<file path="src/rtl/jtframe_nvram_upload.sv">
// Serves byte reads from the io controller out of 16-bit game NVRAM.
// A single-word cache absorbs the paired even/odd byte reads that an upload issues.
module jtframe_nvram_upload #(
    parameter int         AW      = 12,
    parameter int         TIMEOUT = 255,
    parameter logic [7:0] FILL    = 8'hFF
)(
    input  logic          clk,
    input  logic          rst,
    input  logic          ioctl_ram,
    input  logic [24:0]   ioctl_addr,
    input  logic          ioctl_rd,
    output logic [7:0]    ioctl_data2sd,
    output logic          ioctl_dok,
    output logic          busy,
    output logic [AW-1:0] nv_addr,
    output logic          nv_rd,
    input  logic          nv_ack,
    input  logic [15:0]   nv_din,
    input  logic          nv_we,
    output logic          err
);

    // state | meaning
    // IDLE  | waiting for ioctl_rd
    // WAIT  | nv_rd raised, waiting for nv_ack or timeout
    // OUT   | present the byte and pulse ioctl_dok
    typedef enum logic [1:0] {IDLE, WAIT, OUT} state_t;

    localparam int CW = $clog2(TIMEOUT + 1) + 1;

    state_t          state;
    logic            ram_l;
    logic            cache_ok;
    logic [AW-1:0]   cache_addr;
    logic [15:0]     cache_data;
    logic [CW-1:0]   cnt;
    logic            byte_sel;
    logic [7:0]      out_byte;

    logic            ram_fall, ram_rise, out_range, hit;
    logic [AW-1:0]   req_waddr;
    logic [7:0]      hit_byte;

    assign ram_fall  = ram_l & ~ioctl_ram;
    assign ram_rise  = ~ram_l & ioctl_ram;
    assign req_waddr = ioctl_addr[AW:1];
    assign out_range = |ioctl_addr[24:AW+1];
    // a same-cycle write or upload start must not be served from a stale cache
    assign hit       = cache_ok & ~nv_we & ~ram_rise & (cache_addr == req_waddr);
    assign hit_byte  = ioctl_addr[0] ? cache_data[15:8] : cache_data[7:0];

    always_ff @(posedge clk or posedge rst) begin
        if (rst) begin
            state         <= IDLE;
            ram_l         <= 1'b0;
            cache_ok      <= 1'b0;
            cache_addr    <= '0;
            cache_data    <= '0;
            cnt           <= '0;
            byte_sel      <= 1'b0;
            out_byte      <= '0;
            ioctl_data2sd <= '0;
            ioctl_dok     <= 1'b0;
            busy          <= 1'b0;
            nv_addr       <= '0;
            nv_rd         <= 1'b0;
            err           <= 1'b0;
        end else begin
            ram_l     <= ioctl_ram;
            ioctl_dok <= 1'b0;
            if (nv_we) cache_ok <= 1'b0;
            if (ram_fall) begin
                state    <= IDLE;
                nv_rd    <= 1'b0;
                busy     <= 1'b0;
                cache_ok <= 1'b0;
                err      <= 1'b0;
                cnt      <= '0;
            end else begin
                if (ram_rise) begin
                    err      <= 1'b0;
                    cache_ok <= 1'b0;
                end
                case (state)
                    IDLE: if (ioctl_rd && ioctl_ram) begin
                        busy     <= 1'b1;
                        byte_sel <= ioctl_addr[0];
                        if (out_range) begin
                            out_byte <= FILL;
                            state    <= OUT;
                        end else if (hit) begin
                            out_byte <= hit_byte;
                            state    <= OUT;
                        end else begin
                            nv_addr <= req_waddr;
                            nv_rd   <= 1'b1;
                            cnt     <= '0;
                            state   <= WAIT;
                        end
                    end
                    WAIT: begin
                        if (nv_ack) begin
                            cache_data <= nv_din;
                            cache_addr <= nv_addr;
                            cache_ok   <= ~nv_we;
                            nv_rd      <= 1'b0;
                            out_byte   <= byte_sel ? nv_din[15:8] : nv_din[7:0];
                            state      <= OUT;
                        end else if (cnt == CW'(TIMEOUT)) begin
                            nv_rd    <= 1'b0;
                            err      <= 1'b1;
                            out_byte <= FILL;
                            state    <= OUT;
                        end else begin
                            cnt <= cnt + CW'(1);
                        end
                    end
                    OUT: begin
                        ioctl_data2sd <= out_byte;
                        ioctl_dok     <= 1'b1;
                        busy          <= 1'b0;
                        state         <= IDLE;
                    end
                    default: state <= IDLE;
                endcase
            end
        end
    end

endmodule

</file>
<file path="config.mk">
export PLATFORM = sky130hd
export DESIGN_NAME = jtframe_nvram_upload
export DESIGN_NICKNAME = d
export VERILOG_FILES = /design/src/rtl/jtframe_nvram_upload.sv
export SDC_FILE = /design/constraint.sdc
export NUM_CORES = 1
export LEC_CHECK = 0
export CORE_UTILIZATION = 46
export CTS_CLUSTER_DIAMETER = 120
export DETAILED_ROUTE_END_ITERATION = 12
export PLACE_DENSITY_LB_ADDON = 0.25
export SLEW_MARGIN = 10
export SYNTH_ARGS = -nofsm -noshare
export SYNTH_HDL_FRONTEND = slang
export SYNTH_SLANG_ARGS = --single-unit
</file>
<file path="constraint.sdc">
create_clock -name clk -period 2.3 [get_ports clk]
set_input_delay 0.345 -clock clk [delete_from_list [all_inputs] [get_ports clk]]
set_output_delay 0.345 -clock clk [all_outputs]
set_load 0.01 [all_outputs]
</file>
* Yosys cells after proc, flatten, opt, wreduce, memory -nomap -nowiden *
Index checks and enable logic that the tools add are counted.

word-level totals
  memories = 0
  RAM bits = 0
  latch bits = 0
  register bits after elaboration = 74
  ROM bits = 0
  logic and storage cells = 99
  output and inout bits = 24

operators by class
  $add $sub $neg = 1
  div/mod/pow operators = 0
  order comparisons = 0
  $mul = 0
  mux-type cells = 44
  equal/unequal tests = 13
  reductions and logical operators = 15
  shifts and indexed selects = 0
  bitwise operators = 12

operator list
  operator             number
  $mux 8               7
  $mux 9               6
  $ne 3x3->1 const B   7
  $mux 1               20
  $pmux 9 s2           1
  $pmux 8 s2           1
  $reduce_and 5->1     3
  $eq 12x12->1         1
  $mux 2               6
  $reduce_or 12->1     1
  $add 9x1->9 const B  1
  $eq 9x8->1 const B   1
  $not 1->1            7
  $reduce_and 2->1     3
  $reduce_and 3->1     2
  $reduce_and 6->1     1
  $reduce_bool 3->1    2
  $and 1x1->1          5
  $ne 4x4->1 const B   1
  $pmux 1 s2           2
  $pmux 2 s2           1
  $eq 2x1->1 const B   1
  $eq 2x2->1 const B   1
  $logic_not 2->1      1
  other kinds (3)      3

* Depth between registers and ports, before layout *
  depth in word-level cells = 10
  mapped depth = 10

* Least setup slack after synthesis *
Ideal clock, no wire load.

  path kind = flip-flop to flip-flop
  from = register cnt[0]
  to = register cnt[7]
  period minus slack after synthesis = 2.330 ns
  cell stages (with the launch flop) = 10
  setup time = 0.093 ns
  path slack = -0.030 ns
  arrival = 2.238 ns
  cells stage by stage = dfrtp_1 -> ha_1 -> and3_1 -> nand3_1 -> nor2_1 -> ha_1 -> nor3b_2 -> nand4b_1 -> or4_1 -> o221ai_1

between the ends
  longest elaborated chain between the ends = 5

RTL lines
  what                    RTL line  source
  from (decl)             37        logic [CW-1:0] cnt;
  from (signal assigned)  116       cnt <= cnt + CW'(1);
  $add 9x1->9             116
  $mux 9                  110       end else if (cnt == CW'(TIMEOUT)) begin
  $mux 9                  103       if (nv_ack) begin
  $pmux 9 s2              85        case (state)
  $mux 9                  73        if (ram_fall) begin

Parallel ways exist; a longest one is shown, timed or not. The select of a mux whose other input is x is not followed.
A chain may end at the register's enable or synchronous reset.

* Final worst setup path *
Ends and elaborated chain as after synthesis.

==> flow_summary_export.csv <==
group,metric,value,unit
global_route,wire_length_of_the_first_global_routing_pass,12600,um
timing,worstMarginPinSlew,572,ps
finish,multi_input_combinational_cell_area,1660,sq um
pwr,combPwrFrac,9.7,%
timing,hold_viol,0,
pwr,netSwitchingFraction,23.8,%
clock_network,htree_num_levels,3,
clock_network,cts-buffers-inserted,9,
die,floorplan.die.width,89.9,um
critical_path,worstRegToRegCells,10,
finish,final_core_utilization,66.0,%
pwr,seqPwrFrac,50.1,%
clock_network,tritoncts,"built",
global_route,grt_start_max_net_pins,44,
die,initial_utilization,48.2,%
logic_synthesis,postSynthRegisterBits,74,
critical_path,path_max_fanout,3,
clock_network,ctsHoldBuffers,0,
logic_synthesis,synth_nets,320,
pwr,clockPowerShare,40.2,%
critical_path,crit_reg_reg_startpoint,"cnt[0]",
clock_network,cts.root.buffer_cell,"clkbuf_8",
critical_path,reg2reg_setup_slack,50,ps
logic_synthesis,ys_warn_count,0,
critical_path,crit_arrival,2520,ps
logic_synthesis,async_flop_share,100,%
timing,layout_skew,12.4,ps
detailed_routing,postRouteAntennaNets,0,
timing,worst_hold_margin,389,ps
finish,drive_above_1_share,33.6,%
timing,number_of_endpoints_failing_setup_at_the_final_stage,0,
placed_design,io_buffers,70,
detailed_routing,detail_route.wl_per_cell,15.6,um
global_route,groute.usage.overall,19.8,%
clock_network,insertion_delay,350,ps
finish,antenna_cells_inserted,0,
detailed_routing,drc,0,
finish,sequential_cell_area,1850,sq um
detailed_routing,viasPerCell,5.28,
die,dieHeight,89.9,um
die,floorplan.die_area,8080,sq um
timing,finalCritPeriodShare,97.7,%
critical_path,rr_endpoint,"cnt[7]",
detailed_routing,drt-total-wl,7530,um
pwr,p_per_area,546,nW/um^2
placed_design,hpwl,5250,um
clock_network,worst_setup_hold_path_clk_slew,90,ps
logic_synthesis,synthesis.area_per_instance,13.1,sq um
detailed_routing,detailedRoute.firstPassIterationCount,4,
logic_synthesis,distinct_cell_type_count_of_the_synthesized_netlist,48,
critical_path,endpoint_kind,"register",
critical_path,critPathRequiredTime,2570,ps
die,floorplan.io_pins,71,
logic_synthesis,synth-seq-area-share,52.1,%
global_route,initial_antenna_violation_count,0,
pwr,net-switching-power,0.000632,W
global_route,grt-ovfl-total,0,
logic_synthesis,yosysTopAreaCell,"dfrtp_1",
timing,max_transition_margin,61.7,%
timing,setup_repair_after_global_routing_missed_its_margin,"yes",
logic_synthesis,synth-edff-count,0,
logic_synthesis,synth_top_cells_by_area,"dfrtp_1 52%, mux2_2 14%, mux2i_1 4.5%, mux2_4 4.2%, xnor2_1 3.0%",
pwr,intPower,0.00203,W
die,rows,31,
critical_path,critical_path_class,"register to register",
finish,area_delta_synth_final,36.9,%
placed_design,place.gp.congestion,0.776,
detailed_routing,dr_total_vias,2550,
finish,finish.net_count,428,
finish,num-fill-cells,579,
clock_network,clock_sinks,74,
finish,layout_commonest_cell,"dfrtp_1",
logic_synthesis,synth_cells,271,
status,outcome,"finished, final reports clean",
clock_network,cts_buffer_depth,2,
timing,min_period,2250,ps
global_route,first_global_vias,2537,
logic_synthesis,yosys.area.top_type_share,52.1,%
hold_path,hold_wc_path_type,"primary input to asynchronous set/reset pin",
run,max-cap-violations,0,
pwr,p_leak,2.07,nW
finish,final_cell_mix,"74 x dfrtp_1, 70 x clkdlybuf4s50_1, 44 x mux2_2",
die,core,7370,sq um
detailed_routing,first_iter_violations,67,
timing,report.final.slew_viol_count,0,
logic_synthesis,syn_area,3550,sq um
timing,achievable-frequency,445,MHz
critical_path,worst_setup_path_start_kind,"register",
logic_synthesis,ys.flop_type,"dfrtp_1",
pwr,ir_drop,0.000457,V
[synth_stat cells, types with 5 or more instances]
library cell / instances
inv_1: 5
nor2_1: 12
mux2_4: 10
dfrtp_1: 74
xnor2_1: 12
a22oi_1: 8
a21oi_1: 7
mux2i_1: 16
a31oi_1: 5
mux2_2: 44
nand3_1: 5
nand2_1: 12
[through the flow]
step	cells	setup TNS, ps	total power, W	setup WS (ps)	area (sq um)
2_1_floorplan	271	0	0.00146	73.4	3550
6_report	483	0	0.00266	52.5	4860
3_3_place_gp	462	-6580	0.00161	-435	4580
4_1_cts	480	0	0.00268	12.9	4810
5_1_grt	483	-537	0.00276	-70.8	4860
3_5_place_dp	462	-6580	0.00161	-472	4580
[sequential cells by signal (all words and copies together), names as in the netlist, 2 cells and up]
name,flops
ioctl_data2sd,8
cache_data,16
cnt,9
nv_addr,12
out_byte,8
cache_addr,12
state,2
[routing by layer]
metal	track usage [%]	routed length, um	share of wire [%]	vias up
li1	-	-	-	1210
met2	31.9	3590	48	61
met1	26.0	3470	46	1265
met5	0	0	0	-
met4	8.74	163	2.2	0
met3	4.15	309	4.1	14
[layout make-up]
type                            instances  area share, %
Clock buffer                           11           3.11
Sequential cell                        74           38.1
Clock inverter                          5           1.23
Tap cell                               99           2.55
Multi-Input combinational cell        182           34.0
Inverter                                5          0.386
Timing Repair Buffer                  107           20.6
[worst max-delay path, stage by stage (launching register included)]
cell      delay (ps)
dfrtp_1          400
ha_2             200
and3_4           190
nand3_2           80
nor2_2            40
ha_2             170
nor3b_2          200
buf_4            150
nand4b_1         130
or4_4            540
o221ai_2          70
[power groups by stage]
stage / clock network (W) / registers (W) / logic (W)
3_5_place_dp: 0 / 0.00136 / 0.000257
3_3_place_gp: 0 / 0.00136 / 0.000255
4_1_cts: 0.00109 / 0.00133 / 0.000259
2_1_floorplan: 0 / 0.00135 / 0.000113
6_report: 0.00107 / 0.00133 / 0.000258
5_1_grt: 0.00115 / 0.00133 / 0.000278
[what timing repair did]
item | 4_1_cts | 5_1_grt
cloned | 0 | 0
gates resized for setup | 0 | 9
buffers inserted | 2 | 3
setup endpoints to repair | 20 | 16
pin swaps | 2 | 2
[how the worst max path moves through the flow]
stage / depth (start not counted) / slack [ps] / end / startpoint
final: 10 / 50 / cnt[7] / cnt[0]
after global routing: 10 / -70 / cnt[7] / cnt[0]
after CTS: 10 / 10 / out_byte[5] / cnt[0]
after detailed placement: 5 / -470 / nv_addr[11] / ioctl_addr[14]
after global placement: 5 / -430 / nv_addr[10] / ioctl_addr[15]
after floorplan: 1 / 70 / busy / rst
[cell families (layout without fill, tap and decap cells)]
group | count (synthesis) | in the layout | share of synthesized area, %
buf+inv | 15 | 128 | 2.29
fa+ha+maj | 2 | 2 | 0.704
flops | 74 | 74 | 52.1
simple gates | 62 | 62 | 11.4
mux | 73 | 73 | 23.6
compound gates | 33 | 33 | 6.87
xor+xnor | 12 | 12 | 2.96
(Power assumes the default switching activity.)
